**config.mk**
```make
export PLATFORM = sky130hd
export DESIGN_NAME = alu_mul_seq
export DESIGN_NICKNAME = d
export VERILOG_FILES = /design/src/rtl/alu_mul_seq_pkg.sv /design/src/rtl/alu_port_mux.sv /design/src/rtl/alu_mul_seq.sv
export SDC_FILE = /design/constraint.sdc
export NUM_CORES = 1
export LEC_CHECK = 0
export ABC_AREA = 1
export ABC_CLOCK_PERIOD_IN_PS = 3610
export CAP_MARGIN = 25
export CORE_MARGIN = 5
export CORE_UTILIZATION = 35
export CTS_CLUSTER_DIAMETER = 200
export DETAILED_ROUTE_END_ITERATION = 8
export HOLD_SLACK_MARGIN = 0.1
export PLACE_DENSITY_LB_ADDON = 0.12
export REMOVE_ABC_BUFFERS = 1
export SYNTH_ARGS = -nofsm -noshare
export SYNTH_HDL_FRONTEND = slang
export SYNTH_HIERARCHICAL = 1
export SYNTH_SLANG_ARGS = --single-unit
```
**constraint.sdc**
```tcl
create_clock -name clk -period 3.61 [get_ports clk]
set_input_delay 0.722 -clock clk [delete_from_list [all_inputs] [get_ports clk]]
set_output_delay 0.722 -clock clk [all_outputs]
set_load 0.005 [all_outputs]
```
**src/rtl/alu_mul_seq_pkg.sv**
```systemverilog
// Shared ALU control definitions and multiply-sequencer constants.
package alu_mul_seq_pkg;

    localparam int unsigned ALU_W   = 32;
    localparam int unsigned CTRL_W  = 5;
    localparam int unsigned CNT_W   = 5;
    localparam int unsigned STARV_W = 3;

    localparam logic [CTRL_W-1:0] ALUCTRL_ADD = 5'd0;
    localparam logic [CTRL_W-1:0] ALUCTRL_SUB = 5'd1;
    localparam logic [CTRL_W-1:0] ALUCTRL_AND = 5'd2;
    localparam logic [CTRL_W-1:0] ALUCTRL_OR  = 5'd3;
    localparam logic [CTRL_W-1:0] ALUCTRL_XOR = 5'd4;

    localparam logic [STARV_W-1:0] STARV_LIMIT = 3'd7;

    typedef enum logic [1:0] {
        ST_IDLE = 2'd0,
        ST_RUN  = 2'd1,
        ST_DONE = 2'd2
    } mul_state_e;

    typedef struct packed {
        logic [CTRL_W-1:0] ctrl;
        logic [ALU_W-1:0]  rdata1;
        logic [ALU_W-1:0]  rdata2;
        logic [ALU_W-1:0]  imm;
        logic              src;
    } alu_req_t;

endpackage

```
**src/rtl/alu_port_mux.sv**
```systemverilog
// Two-way combinational selector for the shared ALU input port.
module alu_port_mux
    import alu_mul_seq_pkg::*;
(
    input  logic     sel_seq_i,
    input  alu_req_t pipe_req_i,
    input  alu_req_t seq_req_i,
    output alu_req_t alu_req_o
);

    always_comb begin
        alu_req_o = sel_seq_i ? seq_req_i : pipe_req_i;
    end

endmodule

```
**src/rtl/alu_mul_seq.sv**
```systemverilog
// Shift-and-add multiplier that borrows the pipeline ALU in idle/stalled cycles,
// forcing a one-cycle pipeline stall when the pipeline keeps the ALU too long.
module alu_mul_seq
    import alu_mul_seq_pkg::*;
(
    input  logic              clk,
    input  logic              rst_n,
    input  logic              pipe_valid,
    input  logic [CTRL_W-1:0] pipe_ctrl,
    input  logic [ALU_W-1:0]  pipe_a,
    input  logic [ALU_W-1:0]  pipe_b,
    input  logic [ALU_W-1:0]  pipe_imm,
    input  logic              pipe_src,
    output logic              pipe_stall,
    input  logic              mul_valid,
    output logic              mul_ready,
    input  logic [ALU_W-1:0]  mul_a,
    input  logic [ALU_W-1:0]  mul_b,
    output logic              mul_done,
    output logic [ALU_W-1:0]  mul_result,
    output logic              busy,
    output logic [ALU_W-1:0]  alu_rdata1,
    output logic [ALU_W-1:0]  alu_rdata2,
    output logic [ALU_W-1:0]  alu_imm,
    output logic              alu_src,
    output logic [CTRL_W-1:0] alu_ctrl,
    input  logic [ALU_W-1:0]  alu_result
);

    mul_state_e         state_q, state_d;
    logic [ALU_W-1:0]   acc_q, acc_d;
    logic [ALU_W-1:0]   mcand_q, mcand_d;
    logic [ALU_W-1:0]   mplier_q, mplier_d;
    logic [ALU_W-1:0]   result_q, result_d;
    logic [CNT_W-1:0]   cnt_q, cnt_d;
    logic [STARV_W-1:0] starv_q, starv_d;
    logic               stall_q, stall_d;

    logic               pipe_own_c;
    logic               slot_c;
    logic               add_c;
    logic [ALU_W-1:0]   mplier_sh_c;
    alu_req_t           pipe_req_c, seq_req_c, alu_req_c;

    // Pipeline owns the ALU unless it is idle or held by our stall.
    always_comb begin
        pipe_own_c  = pipe_valid && !stall_q;
        slot_c      = (state_q == ST_RUN) && !pipe_own_c;
        add_c       = slot_c && mplier_q[0];
        mplier_sh_c = mplier_q >> 1;

        pipe_req_c = '{ctrl: pipe_ctrl, rdata1: pipe_a, rdata2: pipe_b,
                       imm: pipe_imm, src: pipe_src};

        seq_req_c        = '0;
        seq_req_c.ctrl   = ALUCTRL_ADD;
        if (add_c) begin
            seq_req_c.rdata1 = acc_q;
            seq_req_c.rdata2 = mcand_q;
        end
    end

    alu_port_mux u_alu_port_mux (
        .sel_seq_i  (!pipe_own_c),
        .pipe_req_i (pipe_req_c),
        .seq_req_i  (seq_req_c),
        .alu_req_o  (alu_req_c)
    );

    assign alu_ctrl   = alu_req_c.ctrl;
    assign alu_rdata1 = alu_req_c.rdata1;
    assign alu_rdata2 = alu_req_c.rdata2;
    assign alu_imm    = alu_req_c.imm;
    assign alu_src    = alu_req_c.src;

    // Next-state and datapath updates.
    always_comb begin
        state_d  = state_q;
        acc_d    = acc_q;
        mcand_d  = mcand_q;
        mplier_d = mplier_q;
        result_d = result_q;
        cnt_d    = cnt_q;
        starv_d  = starv_q;
        stall_d  = 1'b0;

        case (state_q)
            ST_IDLE: begin
                if (mul_valid) begin
                    mcand_d  = mul_a;
                    mplier_d = mul_b;
                    acc_d    = '0;
                    cnt_d    = '0;
                    starv_d  = '0;
                    if (mul_b == '0) begin
                        state_d  = ST_DONE;
                        result_d = '0;
                    end else begin
                        state_d  = ST_RUN;
                    end
                end
            end
            ST_RUN: begin
                if (slot_c) begin
                    if (mplier_q[0]) begin
                        acc_d = alu_result;
                    end
                    mcand_d  = mcand_q << 1;
                    mplier_d = mplier_sh_c;
                    cnt_d    = cnt_q + CNT_W'(1);
                    starv_d  = '0;
                    if ((mplier_sh_c == '0) || (cnt_q == {CNT_W{1'b1}})) begin
                        state_d  = ST_DONE;
                        result_d = acc_d;
                    end
                end else begin
                    starv_d = starv_q + STARV_W'(1);
                    stall_d = (starv_d == STARV_LIMIT);
                end
            end
            ST_DONE: begin
                state_d = ST_IDLE;
                starv_d = '0;
            end
            default: begin
                state_d = ST_IDLE;
            end
        endcase
    end

    always_ff @(posedge clk or negedge rst_n) begin
        if (!rst_n) begin
            state_q  <= ST_IDLE;
            acc_q    <= '0;
            mcand_q  <= '0;
            mplier_q <= '0;
            result_q <= '0;
            cnt_q    <= '0;
            starv_q  <= '0;
            stall_q  <= 1'b0;
        end else begin
            state_q  <= state_d;
            acc_q    <= acc_d;
            mcand_q  <= mcand_d;
            mplier_q <= mplier_d;
            result_q <= result_d;
            cnt_q    <= cnt_d;
            starv_q  <= starv_d;
            stall_q  <= stall_d;
        end
    end

    assign mul_ready  = (state_q == ST_IDLE);
    assign busy       = (state_q != ST_IDLE);
    assign mul_done   = (state_q == ST_DONE);
    assign mul_result = result_q;
    assign pipe_stall = stall_q;

endmodule
```
=== Word-level counts from Yosys, hierarchy flattened ===
Index checks and enable logic that the tools add are counted.

* Add/sub/neg operators: 2
* Reduce and logical (&&, ||, !) cells: 16
* Eq/ne operators: 8
* Multiplexer cells: 30

{| class="wikitable"
|+ Operators with widths
! kind !! count
|-
| two-way mux 32 bit || 11
|-
| case mux 32 bit (2 select lines) || 4
|-
| two-way mux 102 bit || 1
|-
| logical NOT 32 bit || 2
|-
| two-way mux 64 bit || 1
|-
| two-way mux 5 bit || 2
|-
| case mux 5 bit (2 select lines) || 1
|-
| case mux 3 bit (3 select lines) || 1
|-
| two-way mux 2 bit || 4
|-
| two-way mux 3 bit || 2
|-
| AND reduction 3 bit || 2
|-
| adder 5 x 1 -> 5 bit, second input constant || 1
|-
| == test 5 bit, second input constant || 1
|-
| AND reduction 5 bit || 1
|-
| != test 2 x 1 -> 1 bit, second input constant || 2
|-
| != test 2 bit, second input constant || 2
|-
| case mux 2 bit (2 select lines) || 1
|-
| nonzero test 2 bit || 2
|-
| adder 3 x 1 -> 3 bit, second input constant || 1
|-
| == test 3 bit, second input constant || 1
|-
| logical AND 1 bit || 3
|-
| nonzero test 3 bit || 1
|-
| == test 2 x 1 -> 1 bit, second input constant || 1
|-
| == test 2 bit, second input constant || 1
|-
| 5 further kinds || 7
|}

* Output and inout port bits: 138
* Logic and storage cells: 64
* Input port bits: 202
* Bits in registers: 139

=== Logic depth before layout (Yosys ltp) ===
Gate-level depths: netlist of run 1.

* Word-level depth: 7
* Gate-level depth with buffers: 10
* Gate-level depth less buffers: 9

=== By module ===
Netlist of run 1, hierarchy kept.

{| class="wikitable"
|+ By module, submodules not included
! module !! cells an instance !! instances !! seq. area each (um2) !! area each (um2)
|-
| alu_mul_seq || 896 || 1 || 3,478.3 || 7,033.0
|-
| alu_port_mux || 329 || 1 || 0.0 || 1,258.7
|}

=== Worst setup path after synthesis of run 1 ===
OpenSTA, ideal clock, no wires.

* Path type: input to output
* Start point: input port pipe_valid
* End point: output port alu_rdata1[0]
* Path slack: 1.115 ns
* Stages on the path: 8
* Required time: 2.888 ns
* Path buffers: 1
* Arrival: 1.773 ns
* Path through: inv_1 -> nor2_1 -> inv_1 -> nand3_1 -> clkbuf_1 -> nor2_1 -> nand2_1 -> nand2_1

{| class="wikitable"
|+ RTL lines
! what !! RTL line !! RTL
|-
| start: declaration || alu_mul_seq.sv:8 || <nowiki>input logic pipe_valid,</nowiki>
|-
| end: declaration || alu_mul_seq.sv:22 || <nowiki>output logic [ALU_W-1:0] alu_rdata1,</nowiki>
|}

=== Final worst setup path of run 1 ===
* Start point: input port pipe_valid
* End point: output port alu_rdata2[11]

* Word-level cells in the longest chain between the ends: 6

{| class="wikitable"
|+ Ends and longest elaborated chain
! what !! RTL line !! RTL
|-
| logical AND 1 bit (*) || alu_mul_seq.sv:47 || <nowiki>pipe_own_c = pipe_valid && !stall_q;</nowiki>
|-
| logical NOT 1 bit || -- ||
|-
| logical AND 1 bit || alu_mul_seq.sv:48 || <nowiki>slot_c = (state_q == ST_RUN) && !pipe_own_c;</nowiki>
|-
| logical AND 1 bit || alu_mul_seq.sv:49 || <nowiki>add_c = slot_c && mplier_q[0];</nowiki>
|-
| two-way mux 64 bit || alu_mul_seq.sv:57 || <nowiki>if (add_c) begin</nowiki>
|-
| two-way mux 102 bit (*) || alu_port_mux.sv:12 || <nowiki>alu_req_o = sel_seq_i ? seq_req_i : pipe_req_i;</nowiki>
|-
| end: declaration || alu_mul_seq.sv:23 || <nowiki>output logic [ALU_W-1:0] alu_rdata2,</nowiki>
|}

Every way passes the cells marked *; elsewhere a longest branch is shown, timed or not.

==> impl_metrics.py, run 1 <==
metrics = {
    "power": {
        "internal_power_mw": 5.00,
        "combPwrFrac_pct": 45.7,
        "p_seq_share_pct": 31.1,
        "swShare_pct": 38.2,
        "power.net_switching_mw": 3.09,
        "clkPwrFrac_pct": 23.2,
        "power_density_nw_per_um2": 638,
        "max-vdd-ir-drop_uv": 293,
        "p_leak_nw": 6.07,
    },
    "clocking": {
        "clock_latency_ns": 0.42,
        "cts_sinks": 139,
        "post_cts_buffers": 0,
        "cts_max_path_buffers": 2,
        "htree_levels": 4,
        "cts.clk_slew.worst_paths_ns": 0.06,
        "numCtsBuffers": 17,
        "cts_tree": "built",
        "cts_root_buffer": "clkbuf_16",
    },
    "timing": {
        "setup_viol": 0,
        "worst_pin_slew_ns": 0.825,
        "finalHoldViolations": 0,
        "fmax_mhz": 290,
        "rsz0062_at_grt": "no",
        "period_share_pct": 95.6,
        "skew_ns": 0.0140,
        "fin_ws_ns": 0.159,
        "slew_viol_final": 0,
        "period_needed_ns": 3.45,
        "fin_tns_setup_ns": 0,
        "slew_headroom_pct": 45.0,
    },
    "finish": {
        "final_cells": 1883,
        "drive_gt1_share_pct": 3.91,
        "nNetsFinal": 1757,
        "synthToLayoutAreaGrowth_pct": 52.7,
    },
    "floorplan": {
        "dieHeight_um": 164,
        "num_rows": 56,
        "start_util_pct": 35.4,
        "die_area_um2": 26900,
        "die_x_um": 164,
        "pin_count": 340,
        "coreArea_um2": 23400,
    },
    "synth": {
        "yosys-top-cells-area": "dfrtp_1 (42%), nand2_1 (22%), o21ai_0 (6.8%), o211ai_1 (5.7%), inv_1 (4.9%)",
        "synthSimpleGateAreaFrac_pct": 30.8,
        "synth_compound_area_share_pct": 16.1,
        "synth_area_um2": 8290,
        "synth_mux_area_share_pct": 0,
        "synth.avg_cell_area_um2": 6.77,
        "netlist.top_cell.by_area": "dfrtp_1",
        "synth-seq-cells": 139,
        "synth-xor-area-share_pct": 0.106,
        "synth_cell_types": 29,
        "synth_warnings": 6,
        "synth_cells": 1225,
        "synthDominantCellAreaShare_pct": 41.9,
        "seq_area_frac_synth_pct": 41.9,
        "synth_top_family_by_area": "simple AND/OR/NAND/NOR gates",
        "synthAdderAreaFrac_pct": 0.604,
    },
    "place": {
        "dpl.cell_count": 1849,
        "globalplace.congestion": 0.785,
        "portBuffers": 339,
        "pre_cts_slack_ns": 0.0320,
        "dpl.hpwl_um": 19600,
    },
    "route": {
        "routedWlPerCell_um": 14.8,
        "avgViaCountPerCell": 4.65,
        "drc": 0,
        "wirelength_um": 27900,
        "firstDrtPassIters": 5,
        "drtIter0Drc": 462,
        "drtAntennaViolNets": 0,
        "vias": 8747,
    },
    "global_route": {
        "antenna_found_initial": 2,
        "grtUsageTotal_pct": 20.2,
        "grt_max_degree": 86,
        "grt_pass1_wl_um": 43400,
        "grt_pass1_vias": 8364,
        "grt-ovfl-total": 0,
    },
    "critical_path": {
        "reg2reg_from": "state_q[1]$_DFFE_PN0P_",
        "start_kind": "primary input",
        "critPathCaptureType": "output pin",
        "setup.worst_path.start": "pipe_valid",
        "path_class": "primary input to output pin",
        "cp.arrival_ns": 2.73,
        "cp.required_ns": 2.89,
        "crit_path_max_fanout": 57,
    },
    "job": {
        "maxCapViolations": 0,
    },
    "run_status": {
        "status": "finished, final reports clean",
    },
    "min_path": {
        "min_path_type": "primary input to async pin",
    },
}
==> worst max-delay path: stages <==
cell and delay, ns:
clkdlybuf4s50_1 0.49, inv_1 0.06, nor2_2 0.21, clkinv_2 0.16
clkinv_2 0.11, buf_12 0.23, nand2_1 0.13, nand2_1 0.08
clkdlybuf4s50_1 0.50
==> metrics by stage <==
| step | instance area (µm²) | total power [mW] | hold WS [ns] | utilization (%) |
|---|---|---|---|---|
| after CTS | 12600 | 8.14 | 0.291 | 53.9 |
| final | 12700 | 8.09 | 0.264 | 54.1 |
| after detailed placement | 12000 | 6.21 | 0.457 | 51.2 |
| after global routing | 12700 | 8.81 | 0.308 | 54.1 |
| after global placement | 12000 | 6.15 | 0.453 | 51.2 |
| after floorplan | 8000 | 4.64 | 0.426 | - |
==> sequential cells by signal, indices dropped and copies added, names as in the netlist <==
register    cells
acc_q          32
cnt_q           5
mcand_q        32
mplier_q       32
mul_result     32
pipe_stall      1
starv_q         3
state_q         2
==> layout make-up <==
class	count	area [µm²]
inverter	114	438
tap	319	399
fill	2330	10700
clock buffer	17	425
sequential	139	3480
antenna	3	7.51
multi-input combinational	924	4110
timing repair buffer	355	3600
clock inverter	12	200
==> synthesized netlist by cell type (all sizes together) <==
cell and count:
nand2 496, o211ai 63, nor2 110, nand4 32
nor3 2, a21oi 35, buf 60, o21ai 134
ha 4, nor3b 1, nand3 7, dfrtp 139
inv 114, clkbuf 25, o22ai 1, xor2 1
conb 1
==> cells by family (layout without fill, tap and decap cells) <==
logic type	count (synthesis)	in the layout
xor gates and xnor gates	1	1
adders and majority gates	4	4
other	1	41
buffers and inverters	199	498
DFF	139	139
AOI/OAI and AO/OA	233	233
and+or+nand+nor	648	648
==> power by group through the flow <==
stage	registers, mW	clock network (mW)	logic, mW
2_1_floorplan	2.50	0	2.14
3_3_place_gp	2.52	0	3.63
3_5_place_dp	2.53	0	3.68
4_1_cts	2.52	1.92	3.71
5_1_grt	2.59	1.99	4.23
6_report	2.51	1.88	3.69
==> timing repair <==
item                                    CTS  global route
resized for setup                         0             1
hold buffers                              0             0
endpoints found under the setup margin    0            65
==> layer usage <==
metal	part of all wire, %	vias up	track usage, %
li1	-	4509	-
met1	44	3956	26.6
met2	47	253	32.7
met3	7.5	27	5.42
met4	1.6	2	5.83
met5	0.039	-	0
==> worst paths after layout <==
path	endpoint	slack, ns	cells after the start
setup reg to reg	mplier_q[30]$_DFFE_PN0P_	0.97	8
min in group clk	mul_result[23]$_DFFE_PN0P_	0.47	2
setup / recovery	alu_rdata2[11]	0.16	9
hold reg to reg	mul_result[23]$_DFFE_PN0P_	0.47	2
hold / removal	mplier_q[5]$_DFFE_PN0P_	0.26	1
max in group asynchronous	mul_result[9]$_DFFE_PN0P_	2.58	2
==> layout by cell type (no fill, tap or decap), types with 2 or more instances in the layout <==
cell type | synthesis | routed
buf_12 | 0 | 7
clkdlybuf4s50_1 | 0 | 338
o21ai_0 | 112 | 112
nand3_2 | 1 | 2
inv_2 | 3 | 2
a21oi_1 | 35 | 35
nor2_2 | 1 | 2
clkinv_2 | 0 | 4
conb_1 | 1 | 38
nor2_1 | 109 | 108
nor3_1 | 2 | 2
nand2_1 | 494 | 494
bufinv_16 | 0 | 5
nand3_1 | 5 | 4
o21ai_4 | 0 | 2
clkinvlp_4 | 0 | 3
o211ai_1 | 63 | 63
clkbuf_16 | 0 | 17
o21ai_1 | 20 | 20
dfrtp_1 | 139 | 139
ha_1 | 4 | 4
inv_1 | 109 | 108
diode_2 | 0 | 3
buf_4 | 10 | 9
clkinv_4 | 0 | 2
nand4_1 | 32 | 32
(Power assumes the default switching activity.)
==> run 2, diff against run 1 <==
--- a/config.mk
+++ b/config.mk
@@ -11,6 +11,7 @@
 export CORE_MARGIN = 5
 export CORE_UTILIZATION = 35
 export CTS_CLUSTER_DIAMETER = 200
+export CTS_CLUSTER_SIZE = 16
 export DETAILED_ROUTE_END_ITERATION = 8
 export HOLD_SLACK_MARGIN = 0.1
 export PLACE_DENSITY_LB_ADDON = 0.12
==> results of run 2 <==
Final layout, timing and power as in run 1 (identical DEF).
==> run 3, diff against run 2 <==
--- a/config.mk
+++ b/config.mk
@@ -6,8 +6,8 @@
 export NUM_CORES = 1
 export LEC_CHECK = 0
 export ABC_AREA = 1
-export ABC_CLOCK_PERIOD_IN_PS = 3610
-export CAP_MARGIN = 25
+export ABC_CLOCK_PERIOD_IN_PS = 2810
+export CAP_MARGIN = 15
 export CORE_MARGIN = 5
 export CORE_UTILIZATION = 35
 export CTS_CLUSTER_DIAMETER = 200
==> constraint.sdc (replaced) <==
create_clock -name clk -period 2.81 [get_ports clk]
set_input_delay 0.562 -clock clk [delete_from_list [all_inputs] [get_ports clk]]
set_output_delay 0.562 -clock clk [all_outputs]
set_load 0.005 [all_outputs]
==> impl_metrics.py, run 3 (synthesis results as in run 1) <==
metrics = {
    "timing": {
        "slew_viol_final": 0,
        "timing.hold.ws_ns": 0.471,
        "skew_ns": 0.0113,
        "period_share_pct": 105,
        "rsz0062_at_grt": "yes",
        "setup_viol": 6,
        "finalHoldViolations": 0,
        "fin_ws_ns": -0.139,
        "slew_headroom_pct": 25.8,
        "fmax_mhz": 339,
        "fin_tns_setup_ns": -0.640,
        "period_needed_ns": 2.95,
        "worst_pin_slew_ns": 1.11,
    },
    "clocking": {
        "cts_sinks": 139,
        "htree_levels": 4,
        "cts_root_buffer": "clkbuf_16",
        "cts_max_path_buffers": 2,
        "numCtsBuffers": 17,
        "cts_tree": "built",
        "clock_latency_ns": 0.42,
        "cts.clk_slew.worst_paths_ns": 0.06,
    },
    "power": {
        "p_leak_nw": 7.42,
        "power_density_nw_per_um2": 789,
        "total_power_mw": 10.8,
        "max-vdd-ir-drop_uv": 364,
    },
    "finish": {
        "final_common_cell": "nand2_1",
        "fill_cells": 2265,
        "final_cell_mix": "nand2_1 (493), clkdlybuf4s50_1 (242), dfrtp_1 (139), o21ai_0 (112), inv_1 (107)",
        "drive_gt1_share_pct": 7.34,
        "synthToLayoutAreaGrowth_pct": 64.3,
        "nNetsFinal": 1802,
    },
    "critical_path": {
        "cp.required_ns": 2.25,
        "cp.arrival_ns": 2.39,
        "critPathCaptureType": "output pin",
        "path_class": "primary input to output pin",
        "start_kind": "primary input",
        "crit_path_max_fanout": 20,
        "r2r_setup_slack_ns": 0.35,
    },
    "place": {
        "portBuffers": 339,
        "globalplace.congestion": 0.795,
        "dpl.hpwl_um": 20200,
    },
    "floorplan": {
        "coreArea_um2": 23400,
        "start_util_pct": 35.4,
        "num_rows": 56,
        "die_area_um2": 26900,
        "pin_count": 340,
        "dieHeight_um": 164,
        "die_x_um": 164,
    },
    "global_route": {
        "grt_pass1_vias": 8526,
        "grt_pass1_wl_um": 45500,
        "grt-ovfl-total": 0,
        "antenna_found_initial": 3,
        "grtUsageTotal_pct": 21.2,
        "grt_max_degree": 161,
    },
    "route": {
        "wirelength_um": 31100,
        "vias": 9152,
        "drtAntennaViolNets": 0,
        "firstDrtPassIters": 5,
        "drtIter0Drc": 513,
        "routedWlPerCell_um": 16.1,
        "drc": 0,
        "avgViaCountPerCell": 4.75,
    },
    "job": {
        "maxCapViolations": 0,
    },
    "run_status": {
        "status": "finished with violations",
        "failed_checks": "negative setup slack",
    },
    "min_path": {
        "min_path_type": "flop to flop",
    },
}
[run 3: through the flow]
stage	cell area, µm²	setup WS, ns	util (%)	cells
after floorplan	8000	-2.18	-	1177
after global placement	12100	-0.331	51.8	1857
after detailed placement	12100	-0.326	51.8	1857
after CTS	13000	-0.201	55.4	1896
after global routing	13600	-0.213	58.2	1928
final	13600	-0.139	58.2	1928
[run 3: what timing repair did]
| item | CTS | global route |
|---|---|---|
| hold endpoints to repair | 34 | 0 |
| setup buffers | 3 | 20 |
| pin swaps | 2 | 2 |
| gates resized for setup | 34 | 100 |
| hold buffers | 1 | 0 |
| endpoints found under the setup margin | 102 | 84 |
| cloned | 4 | 11 |
[run 3: critical path: stages]
cell and delay [ns]:
clkdlybuf4s50_1 0.42, inv_2 0.09, nor2_4 0.05, clkinv_4 0.06, nand3_4 0.14, buf_4 0.19, buf_12 0.15, nor2_1 0.09
nand2_1 0.06, nand2_1 0.06, clkdlybuf4s50_1 0.50
[run 3: area by class of cell]
cell class	instances	area (µm²)	area share, %
Timing Repair Buffer	400	4480	32.9
Multi-Input combinational cell	924	4150	30.4
Sequential cell	139	3480	25.5
Clock buffer	18	439	3.22
Clock inverter	13	215	1.58
Antenna cell	1	2.50	0.0184
Inverter	114	467	3.43
Tap cell	319	399	2.93
[run 3: layer usage]
layer | vias to the layer above | wire [µm] | share of wire (%) | track usage, %
li1 | 4599 | - | - | -
met1 | 4245 | 13300 | 43 | 28.0
met2 | 275 | 15000 | 48 | 34.7
met3 | 29 | 2280 | 7.3 | 5.60
met4 | 4 | 462 | 1.5 | 5.87
met5 | - | 23 | 0.074 | 0
[run 3: path summary, 6_finish.rpt]
path | start | end | depth (start not counted)
max | pipe_valid | alu_rdata1[21] | 11
min | mul_result[7]$_DFFE_PN0P_ | mul_result[7]$_DFFE_PN0P_ | 2
max reg2reg | mplier_q[26]$_DFFE_PN0P_ | mul_result[28]$_DFFE_PN0P_ | 9
min reg2reg | mul_result[7]$_DFFE_PN0P_ | mul_result[7]$_DFFE_PN0P_ | 2
max in group asynchronous | rst_n | mul_result[6]$_DFFE_PN0P_ | 3
min in group asynchronous | rst_n | acc_q[11]$_DFFE_PN0P_ | 2
[run 3: report_power, final]
| part | internal, mW | total [mW] | switching (mW) |
|---|---|---|---|
| clock | 1.60 | 2.50 | 0.900 |
| sequential | 2.88 | 3.23 | 0.351 |
| combinational | 2.13 | 5.02 | 2.88 |
==> RTL edit (config.mk and constraints of run 3) <==
`result_q` no longer has a reset.
--- a/src/rtl/alu_mul_seq.sv
+++ b/src/rtl/alu_mul_seq.sv
@@ -135,5 +135,4 @@
             mcand_q  <= '0;
             mplier_q <= '0;
-            result_q <= '0;
             cnt_q    <= '0;
             starv_q  <= '0;
@@ -144,9 +143,12 @@
             mcand_q  <= mcand_d;
             mplier_q <= mplier_d;
-            result_q <= result_d;
             cnt_q    <= cnt_d;
             starv_q  <= starv_d;
             stall_q  <= stall_d;
         end
+    end
+
+    always_ff @(posedge clk) begin
+        result_q <= result_d;
     end
 
Behaviour: differs if rst_n is asserted again (counterexample within 4 cycles, from zero or initial values and one cycle with rst_n low); with rst_n held inactive, the same outputs for 4 cycles.
==> RTL edit against run 3 <==
Via count down 8.7%; sequential cell count stayed put; total power rose by 29%; final area shrank 1.9%; wire length is 11% lower; highest routed layer unchanged; area after synthesis rose by 1.6%; worst setup slack gained 0.20 ns; final cell count fell by 4.3%; largest power group unchanged.
==> RTL edit: results (changes against run 3) <==
stage,metric,value,unit,change
power,leakage,6.70,nW,-9.6%
critical_path,cp.arrival,2.18,ns,-0.21 ns
drt,post_drt_wl_per_cell,15.0,um,-7.1%
yosys,syn_inst,1138,,-7.1%
layout,finalNonFillerCells,1845,,-4.3%
global_route,antenna_found_initial,1,,-2
power,max-vdd-ir-drop,0.000958,V,+160%
placed_design,place_area,12300,um^2,+1.8%
timing,worst_pin_slew,0.831,ns,-0.277 ns
yosys,yosys-top-cells-area,"dfrtp_1, nand2_1, edfxtp_1",,
layout,n_fill_cell,2280,,+0.66%
power,p_per_area,1040,nW/um^2,+31%
yosys,async_reset_ff_share,77.0,%,-23 points
drt,dr.first_iter.drc_count,453,,-12%
yosys,synth-seq-area-share,43.2,%,+1.2 points
global_route,grt_start_max_net_pins,163,,+1.2%
min_path,hold_path_class,in2async,,
placed_design,dp_hpwl,19700,um,-2.9%
layout,drive_gt1_share,12.3,%,+5.0 points
layout,nNetsFinal,1718,,-4.7%
yosys,synth_edf_count,32,,+32
global_route,grt_usage,19.5,%,-1.8 points
placed_design,place_congestion,0.788,,-0.92%
global_route,grt_pass1_wl,41900,um,-8.0%
critical_path,critPathMaxFanout,9,,-55%
timing,finClkSkew,0.00848,ns,-0.00285 ns
run_status,status,completed,,
## RTL edit: layout make-up
| class | count | share of cell area [%] |
|---|---|---|
| antenna | 1 | 0.0187 |
| clock buffer | 23 | 3.73 |
| clock inverter | 9 | 0.627 |
| inverter | 126 | 3.67 |
| multi-input combinational | 837 | 30.6 |
| sequential | 139 | 27.2 |
| tap | 319 | 2.99 |
| timing repair buffer | 391 | 31.1 |
## RTL edit: worst register-to-register path: cells and delay by family, from the launching register on
family	cells	cell delay (ns)
AO/OA/AOI/OAI	1	0.10
AND/OR/NAND/NOR	4	0.54
flip-flops	1	0.48
buffers and inverters	3	0.92
## RTL edit: where the power goes
group          internal (mW)  switching (mW)
logic                   3.35            4.78
registers               3.21           0.313
clock network           1.34           0.856
total                   7.89            5.95
## RTL edit: kinds of logic after synthesis
group                      after synthesis  synth area share (%)
other                                    1                0.0445
adders and majority gates                4                 0.594
and+or+nand+nor                        560                  25.9
buffers and inverters                  199                  10.4
AOI/OAI and AO/OA                      233                  19.6
xor gates and xnor gates                 2                 0.208
DFF                                    139                  43.2
## RTL edit: path summary, 6_finish.rpt
check / start / to / slack [ns]
worst max register to register: state_q[1] / mul_result[18] / 0.50
worst min register to register: cnt_q[4] / cnt_q[4] / 0.50
min in group clk: cnt_q[4] / cnt_q[4] / 0.50
max in group asynchronous: rst_n / mcand_q[2] / 1.81
worst max-delay path: state_q[1] / alu_rdata1[11] / 0.07
worst min-delay path: rst_n / mcand_q[19] / 0.12
## RTL edit: metal layers
| layer | track usage (%) | part of all wire [%] |
|---|---|---|
| met1 | 24.4 | 42 |
| met2 | 32.7 | 49 |
| met3 | 5.44 | 7.3 |
| met4 | 5.97 | 2.0 |
| met5 | 0 | 0.047 |
